==> src/rtl/eth_idma_multi_chan_fe.sv <==
// Multi-channel descriptor front-end for the Ethernet iDMA wrapper: per-channel
// queues, round-robin issue to one iDMA request port, in-order completion routing.
module eth_idma_multi_chan_fe #(
    parameter int unsigned NumChannels         = 2,
    parameter int unsigned QueueDepth          = 4,
    parameter int unsigned MaxOutstanding      = 4,
    parameter int unsigned AddrWidth           = 64,
    parameter int unsigned TFLenWidth          = 32,
    parameter int unsigned ProtWidth           = 3,
    parameter bit          RejectZeroTransfers = 1'b1,
    parameter int unsigned CntWidth            = 16,
    localparam int unsigned LvlWidth           = $clog2(QueueDepth + 1)
) (
    input  logic                              clk_i,
    input  logic                              rst_i,
    input  logic [NumChannels-1:0]            ch_req_valid_i,
    output logic [NumChannels-1:0]            ch_req_ready_o,
    input  logic [NumChannels*AddrWidth-1:0]  ch_src_addr_i,
    input  logic [NumChannels*AddrWidth-1:0]  ch_dst_addr_i,
    input  logic [NumChannels*TFLenWidth-1:0] ch_len_i,
    input  logic [NumChannels*ProtWidth-1:0]  ch_src_prot_i,
    input  logic [NumChannels*ProtWidth-1:0]  ch_dst_prot_i,
    output logic                              idma_req_valid_o,
    input  logic                              idma_req_ready_i,
    output logic [AddrWidth-1:0]              idma_src_addr_o,
    output logic [AddrWidth-1:0]              idma_dst_addr_o,
    output logic [TFLenWidth-1:0]             idma_len_o,
    output logic [ProtWidth-1:0]              idma_src_prot_o,
    output logic [ProtWidth-1:0]              idma_dst_prot_o,
    input  logic                              idma_rsp_valid_i,
    input  logic                              idma_rsp_error_i,
    output logic                              idma_rsp_ready_o,
    output logic [NumChannels-1:0]            ch_done_o,
    output logic [NumChannels-1:0]            ch_error_o,
    output logic [NumChannels*CntWidth-1:0]   ch_done_cnt_o,
    output logic [NumChannels*LvlWidth-1:0]   ch_level_o,
    output logic                              busy_o
);

    localparam int unsigned PtrWidth = (QueueDepth > 1) ? $clog2(QueueDepth) : 1;
    localparam int unsigned ChWidth  = (NumChannels > 1) ? $clog2(NumChannels) : 1;
    localparam int unsigned OrdWidth = (MaxOutstanding > 1) ? $clog2(MaxOutstanding) : 1;
    localparam int unsigned IfWidth  = $clog2(MaxOutstanding + 1);
    localparam int unsigned DescW    = 2 * AddrWidth + TFLenWidth + 2 * ProtWidth;

    // Descriptor layout: {src_addr, dst_addr, len, src_prot, dst_prot}
    localparam int unsigned OffSp  = ProtWidth;
    localparam int unsigned OffLen = 2 * ProtWidth;
    localparam int unsigned OffDst = OffLen + TFLenWidth;
    localparam int unsigned OffSrc = OffDst + AddrWidth;

    logic [NumChannels-1:0] q_nonempty;
    logic [NumChannels-1:0] pop_vec;
    logic [DescW-1:0]       head_desc [NumChannels];

    logic                   stage_valid_q, stage_valid_d;
    logic [DescW-1:0]       stage_desc_q, stage_desc_d;
    logic [ChWidth-1:0]     stage_ch_q, stage_ch_d;
    logic [ChWidth-1:0]     rr_q, rr_d;
    logic [IfWidth-1:0]     in_flight_q, in_flight_d;
    logic [OrdWidth-1:0]    ord_wr_ptr_q, ord_wr_ptr_d;
    logic [OrdWidth-1:0]    ord_rd_ptr_q, ord_rd_ptr_d;
    logic [ChWidth-1:0]     ord_mem_q [MaxOutstanding];

    logic                   req_hs;
    logic                   rsp_hs;
    logic [IfWidth-1:0]     in_flight_next;
    logic                   winner_found;
    logic [ChWidth-1:0]     winner;
    logic                   load;
    logic [ChWidth-1:0]     rsp_ch;

    function automatic logic [ChWidth-1:0] rr_idx(input logic [ChWidth-1:0] base,
                                                  input int unsigned off);
        int unsigned s;
        s = int'(base) + off;
        if (s >= NumChannels) s = s - NumChannels;
        return ChWidth'(s);
    endfunction

    function automatic logic [OrdWidth-1:0] ord_inc(input logic [OrdWidth-1:0] p);
        if (p == OrdWidth'(MaxOutstanding - 1)) return '0;
        return p + 1'b1;
    endfunction

    assign rsp_ch = ord_mem_q[ord_rd_ptr_q];

    genvar gi;
    generate
        for (gi = 0; gi < NumChannels; gi++) begin : g_ch
            logic [DescW-1:0]    mem_q [QueueDepth];
            logic [PtrWidth-1:0] wr_ptr_q, wr_ptr_d;
            logic [PtrWidth-1:0] rd_ptr_q, rd_ptr_d;
            logic [LvlWidth-1:0] level_q, level_d;
            logic [CntWidth-1:0] cnt_q, cnt_d;
            logic                done_q, done_d;
            logic                err_q, err_d;
            logic                full;
            logic                accept;
            logic                zero_len;
            logic                push;
            logic [DescW-1:0]    push_desc;

            assign push_desc = {ch_src_addr_i[gi*AddrWidth +: AddrWidth],
                                ch_dst_addr_i[gi*AddrWidth +: AddrWidth],
                                ch_len_i[gi*TFLenWidth +: TFLenWidth],
                                ch_src_prot_i[gi*ProtWidth +: ProtWidth],
                                ch_dst_prot_i[gi*ProtWidth +: ProtWidth]};

            // Ready reflects only the current level; a same-cycle pop does not free a slot.
            assign full     = (level_q == LvlWidth'(QueueDepth));
            assign accept   = ch_req_valid_i[gi] && !full;
            assign zero_len = RejectZeroTransfers && (ch_len_i[gi*TFLenWidth +: TFLenWidth] == '0);
            assign push     = accept && !zero_len;

            assign ch_req_ready_o[gi] = !full;
            assign q_nonempty[gi]     = (level_q != '0);
            assign head_desc[gi]      = mem_q[rd_ptr_q];

            always_comb begin
                wr_ptr_d = wr_ptr_q + PtrWidth'(push);
                rd_ptr_d = rd_ptr_q + PtrWidth'(pop_vec[gi]);
                level_d  = level_q + LvlWidth'(push) - LvlWidth'(pop_vec[gi]);
                done_d   = rsp_hs && (rsp_ch == ChWidth'(gi));
                err_d    = (done_d && idma_rsp_error_i) || (accept && zero_len);
                cnt_d    = cnt_q + CntWidth'(done_d);
            end

            always_ff @(posedge clk_i or posedge rst_i) begin
                if (rst_i) begin
                    wr_ptr_q <= '0;
                    rd_ptr_q <= '0;
                    level_q  <= '0;
                    cnt_q    <= '0;
                    done_q   <= 1'b0;
                    err_q    <= 1'b0;
                end else begin
                    wr_ptr_q <= wr_ptr_d;
                    rd_ptr_q <= rd_ptr_d;
                    level_q  <= level_d;
                    cnt_q    <= cnt_d;
                    done_q   <= done_d;
                    err_q    <= err_d;
                end
            end

            always_ff @(posedge clk_i) begin
                if (push) mem_q[wr_ptr_q] <= push_desc;
            end

            assign ch_done_o[gi]                          = done_q;
            assign ch_error_o[gi]                         = err_q;
            assign ch_done_cnt_o[gi*CntWidth +: CntWidth] = cnt_q;
            assign ch_level_o[gi*LvlWidth +: LvlWidth]    = level_q;
        end
    endgenerate

    always_comb begin
        req_hs         = stage_valid_q && idma_req_ready_i;
        rsp_hs         = (in_flight_q != '0) && idma_rsp_valid_i;
        in_flight_next = in_flight_q + IfWidth'(req_hs) - IfWidth'(rsp_hs);

        winner_found = 1'b0;
        winner       = '0;
        for (int unsigned i = 0; i < NumChannels; i++) begin
            if (!winner_found && q_nonempty[rr_idx(rr_q, i)]) begin
                winner_found = 1'b1;
                winner       = rr_idx(rr_q, i);
            end
        end

        // A new request may only be staged if it can still fit in the outstanding window.
        load = (!stage_valid_q || req_hs) && winner_found && (in_flight_next < IfWidth'(MaxOutstanding));

        pop_vec = '0;
        if (load) pop_vec[winner] = 1'b1;

        rr_d          = rr_q;
        stage_valid_d = stage_valid_q;
        stage_desc_d  = stage_desc_q;
        stage_ch_d    = stage_ch_q;
        if (load) begin
            rr_d          = (winner == ChWidth'(NumChannels - 1)) ? '0 : winner + 1'b1;
            stage_valid_d = 1'b1;
            stage_desc_d  = head_desc[winner];
            stage_ch_d    = winner;
        end else if (req_hs) begin
            stage_valid_d = 1'b0;
        end

        in_flight_d  = in_flight_next;
        ord_wr_ptr_d = req_hs ? ord_inc(ord_wr_ptr_q) : ord_wr_ptr_q;
        ord_rd_ptr_d = rsp_hs ? ord_inc(ord_rd_ptr_q) : ord_rd_ptr_q;
    end

    always_ff @(posedge clk_i or posedge rst_i) begin
        if (rst_i) begin
            stage_valid_q <= 1'b0;
            stage_desc_q  <= '0;
            stage_ch_q    <= '0;
            rr_q          <= '0;
            in_flight_q   <= '0;
            ord_wr_ptr_q  <= '0;
            ord_rd_ptr_q  <= '0;
        end else begin
            stage_valid_q <= stage_valid_d;
            stage_desc_q  <= stage_desc_d;
            stage_ch_q    <= stage_ch_d;
            rr_q          <= rr_d;
            in_flight_q   <= in_flight_d;
            ord_wr_ptr_q  <= ord_wr_ptr_d;
            ord_rd_ptr_q  <= ord_rd_ptr_d;
        end
    end

    always_ff @(posedge clk_i) begin
        if (req_hs) ord_mem_q[ord_wr_ptr_q] <= stage_ch_q;
    end

    assign idma_req_valid_o = stage_valid_q;
    assign idma_src_addr_o  = stage_desc_q[OffSrc +: AddrWidth];
    assign idma_dst_addr_o  = stage_desc_q[OffDst +: AddrWidth];
    assign idma_len_o       = stage_desc_q[OffLen +: TFLenWidth];
    assign idma_src_prot_o  = stage_desc_q[OffSp +: ProtWidth];
    assign idma_dst_prot_o  = stage_desc_q[0 +: ProtWidth];
    assign idma_rsp_ready_o = (in_flight_q != '0);
    assign busy_o           = (|q_nonempty) || stage_valid_q || (in_flight_q != '0);

endmodule

==> config.mk <==
export PLATFORM = sky130hd
export DESIGN_NAME = eth_idma_multi_chan_fe
export DESIGN_NICKNAME = d
export VERILOG_FILES = /design/src/rtl/eth_idma_multi_chan_fe.sv
export SDC_FILE = /design/constraint.sdc
export NUM_CORES = 1
export LEC_CHECK = 0
export BUFFER_PORTS_ARGS = -buffer_cell sky130_fd_sc_hd__buf_2
export CAP_MARGIN = 20
export CORE_MARGIN = 2
export CORE_UTILIZATION = 46
export CTS_CLUSTER_SIZE = 25
export DETAILED_ROUTE_END_ITERATION = 8
export SLEW_MARGIN = 25
export SYNTH_ARGS = -nofsm -noshare
export SYNTH_HDL_FRONTEND = slang
export SYNTH_SLANG_ARGS = --single-unit
==> constraint.sdc <==
create_clock -name clk_i -period 24.2 [get_ports clk_i]
set_input_delay 2.42 -clock clk_i [delete_from_list [all_inputs] [get_ports clk_i]]
set_output_delay 2.42 -clock clk_i [all_outputs]
set_load 0.005 [all_outputs]
==> key figures <==
Status
  • Status: finished, final reports clean

STA
  • Setup Skew: 0.0350 ns
  • Max transition margin: 0.260
  • Least-Margin Pin Slew: 1.11 ns
  • Setup repair after global routing missed its margin: no
  • Fmax: 170 MHz
  • Final setup viols: 0
  • Slew Limit Fails: 0
  • Period utilization: 0.243
  • Min Tclk post-route: 5.87 ns
  • Final hold viol count: 0
  • Setup TNS: 0 ns

Die
  • Die Area: 0.128 sq mm
  • Row cnt: 129
  • Die Height: 358 microns
  • Core ar.: roughly 0.12 sq mm
  • I/O Pins: 552
  • Starting Density: 0.464
  • Die width: 358 microns

Detailed routing
  • DRT Wirelength: between 100,000 and 150,000 microns
  • Via count: 29,100
  • Initial DRT Pass Iterations: 5
  • Residual DRC count: 0
  • Vias/cell: 5.66
  • Post-DRT Antenna Nets: 0
  • DR WL/cell: 27.7 microns
  • Iteration-0 DRC count of the detailed router: between 2,000 and 3,000

Layout
  • Area delta synth->final: 17.5%
  • Footprint of the multi-input gates: ~0.011 sq mm
  • Final cell count without fillers: between 5,000 and 6,000
  • FF+latch area: 0.0457 sq mm
  • Share of cells above drive strength 1: 0.339
  • Fill cells: 9,579
  • Post-layout net count: 3,702

Place
  • Post-Place Cells: 4,814
  • Detailed Place HPWL: 81,200 microns
  • Final Wtd Congestion: 0.802
  • Port buffer count: 551

Clock network
  • Resize count post-CTS: 0
  • TritonCTS clock tree: done
  • H-tree Lvls: 4
  • Skew-Pair Late Insertion Delay: 0.80 ns
  • Hold_buf cts: 0
  • Num CTS Buffers: 160
  • Sink Count: 1,558
  • Max Root-Sink Buffers: 3
  • CTS clk-pin slew, worst paths: 0.06 ns
  • Post-CTS Setup Inserts: 0
  • Root Buffer: clkbuf_16

Critical path
  • Crit. End Element: flip-flop
  • CP Class: primary input to flip-flop
  • CP arrival: 6.50 ns
  • Critical path fanouts, max: 112
  • Startpoint types: primary input
  • CP required: 24.83 ns

Power
  • P_sw: just under 3 mW
  • Seq pwr share: 0.434
  • Gate power share: 0.305
  • Pwr dens: 134 mW/mm^2
  • Leak: roughly 24 nW
  • Peak VDD IR: 0.269 mV
  • Clock Power Share: 0.262
  • Internal: 6.06 mW
  • Switch share: 0.329

Hold path
  • Worst hold path class: flip-flop to flip-flop

Global route
  • Largest net degree at the start of global routing: 125
  • Vias in the first global route: 30,900
  • Initial antenna violation count: 69
  • GRT overflow: 0
  • Gr usage total: 0.225
  • First-pass GRT wire length: 207,000 microns

Logic synthesis
  • Number of library cell types mapped by synthesis: 39
  • Cell taking the most area after synthesis: edfxtp_1
  • Synthesized flop and latch total: 1,558
  • Seq/Total Area, Yosys: 0.793
  • Post-synth EDFFs: 1,332
  • Share of the synthesized area in the top cell type: 0.695
  • Mapped Cells: 2,715
  • Synth top area cells: edfxtp_1, mux4_2, dfrtp_1
  • Syn nets: 3,072
  • Post-Syn Area: around 0.058 sq mm
  • Synth Flop Type: edfxtp_1
  • Yosys Warn Count: 0
  • Post-synth ARST share: 0.145
  • Avg Synthesized Cell Area: about 21 sq um

Run
  • Max-cap violations: 0
registers in the layout, indices dropped and copies added (netlist names), 2 cells and up:
register and count:
in_flight_q 3, g_ch.mem_q 1328, g_ch.wr_ptr_q 4, g_ch.done_q 2, g_ch.level_q 6, ord_mem_q 4, ord_rd_ptr_q 2, stage_desc_q 166
ord_wr_ptr_q 2, g_ch.rd_ptr_q 4, g_ch.cnt_q 32, g_ch.err_q 2
worst max-delay path, stage by stage:
cell and delay, ns:
buf_2 0.10, nand2_1 0.14, inv_1 0.11, ha_1 0.29, inv_1 0.04, ha_1 0.20, fa_1 0.40, xnor3_1 0.31
a2111oi_4 0.47, buf_12 0.49, buf_4 0.88, nand2_1 0.15, xnor2_1 0.17
stage by stage:
stage | power (mW) | utilization | setup slack [ns] | hold WS, ns | area (sq um)
6_report | 9.03 | 0.545 | 18.33 | 0.463 | 67600
5_1_grt | 9.51 | 0.545 | 18.21 | 0.483 | 67600
4_1_cts | 9.15 | 0.544 | 18.47 | 0.464 | 67400
3_5_place_dp | 6.78 | 0.503 | 17.61 | 0.451 | 62300
3_3_place_gp | 6.70 | 0.503 | 17.72 | 0.447 | 62300
2_1_floorplan | 5.86 | - | 9.26 | 0.463 | 57600
area by class of cell:
| type | count | share of cell area |
|---|---|---|
| Clock buffer | 229 | 0.0659 |
| Tap cell | 1637 | 0.0303 |
| Antenna cell | 23 | 0.000851 |
| Timing Repair Buffer | 603 | 0.0496 |
| Multi-Input combinational cell | 1002 | 0.167 |
| Inverter | 20 | 0.00122 |
| Sequential cell | 1558 | 0.675 |
| Clock inverter | 69 | 0.00922 |
path summary, 6_finish.rpt:
check                                                   from                       endpoint  slack (ns)  cells past startpoint
worst min register to register  stage_desc_q[67]$_DFFE_PP0N_   stage_desc_q[67]$_DFFE_PP0N_        0.46                      2
worst max register to register      in_flight_q[0]$_DFF_PP0_  g_ch[0].rd_ptr_q[1]$_DFF_PP0_       19.17                     13
worst min-delay path            stage_desc_q[67]$_DFFE_PP0N_   stage_desc_q[67]$_DFFE_PP0N_        0.46                      2
max in group asynchronous                              rst_i  g_ch[0].rd_ptr_q[1]$_DFF_PP0_       20.86                      4
worst max-delay path                        idma_rsp_valid_i  g_ch[0].rd_ptr_q[1]$_DFF_PP0_       18.33                     13
min in group asynchronous                              rst_i       g_ch[1].done_q$_DFF_PP0_        1.62                      2
cells by family (layout without fill, tap and decap cells):
kind of cell    count (synthesis)  count (layout)  share of synthesized area
fa+ha+maj                      18              18                    0.00430
buf+inv                       155             921                     0.0109
flops                        1558            1558                      0.793
xor+xnor                       41              41                    0.00648
other cells                     0              23                          0
mux                           334             334                      0.131
compound gates                178             178                     0.0239
simple gates                  431             431                     0.0307
metal layers:
| layer | track usage | up-vias | wire length, microns |
|---|---|---|---|
| met1 | 0.287 | 15400 | 55900 |
| met2 | 0.374 | 1001 | 71600 |
| met3 | 0.0605 | 290 | 10500 |
| met5 | 0 | - | 382 |
| li1 | - | 12300 | - |
| met4 | 0.0821 | 60 | 4030 |
synth_stat cells (4+ instances only):
master,n
a22oi_1,165
and3_1,11
buf_1,33
buf_2,23
buf_4,4
clkbuf_1,75
dfrtp_1,226
edfxtp_1,1332
ha_1,15
inv_1,20
mux4_2,333
nand2_1,353
nand3_1,12
nand4_1,7
nor2_1,9
nor3_1,14
nor4_1,16
xnor2_1,25
xor2_1,15
cell usage in the layout, fill, tap and decap left out, drive strengths merged, types with 9 or more instances in the layout:
master  synthesis  routed
xor2           15      15
xnor2          25      25
nand2         353     353
clkinv          0      47
nor3           14      14
and3           11      11
nand3          12      12
ha             15      15
mux4          333     333
inv            20      32
edfxtp       1332    1332
nor4           16      16
dfrtp         226     226
diode           0      23
a22oi         165     165
buf            60     603
clkbuf         75     229
nor2            9       9
power by group through the flow:
| stage | clock network (mW) | logic, mW | registers, mW |
|---|---|---|---|
| after floorplan | 0 | 1.83 | 4.03 |
| after global placement | 0 | 2.74 | 3.96 |
| after detailed placement | 0 | 2.78 | 3.99 |
| after CTS | 2.41 | 2.79 | 3.94 |
| after global routing | 2.52 | 3.01 | 3.97 |
| final | 2.36 | 2.75 | 3.92 |
Note: power is estimated with default switching activity, not from simulation.
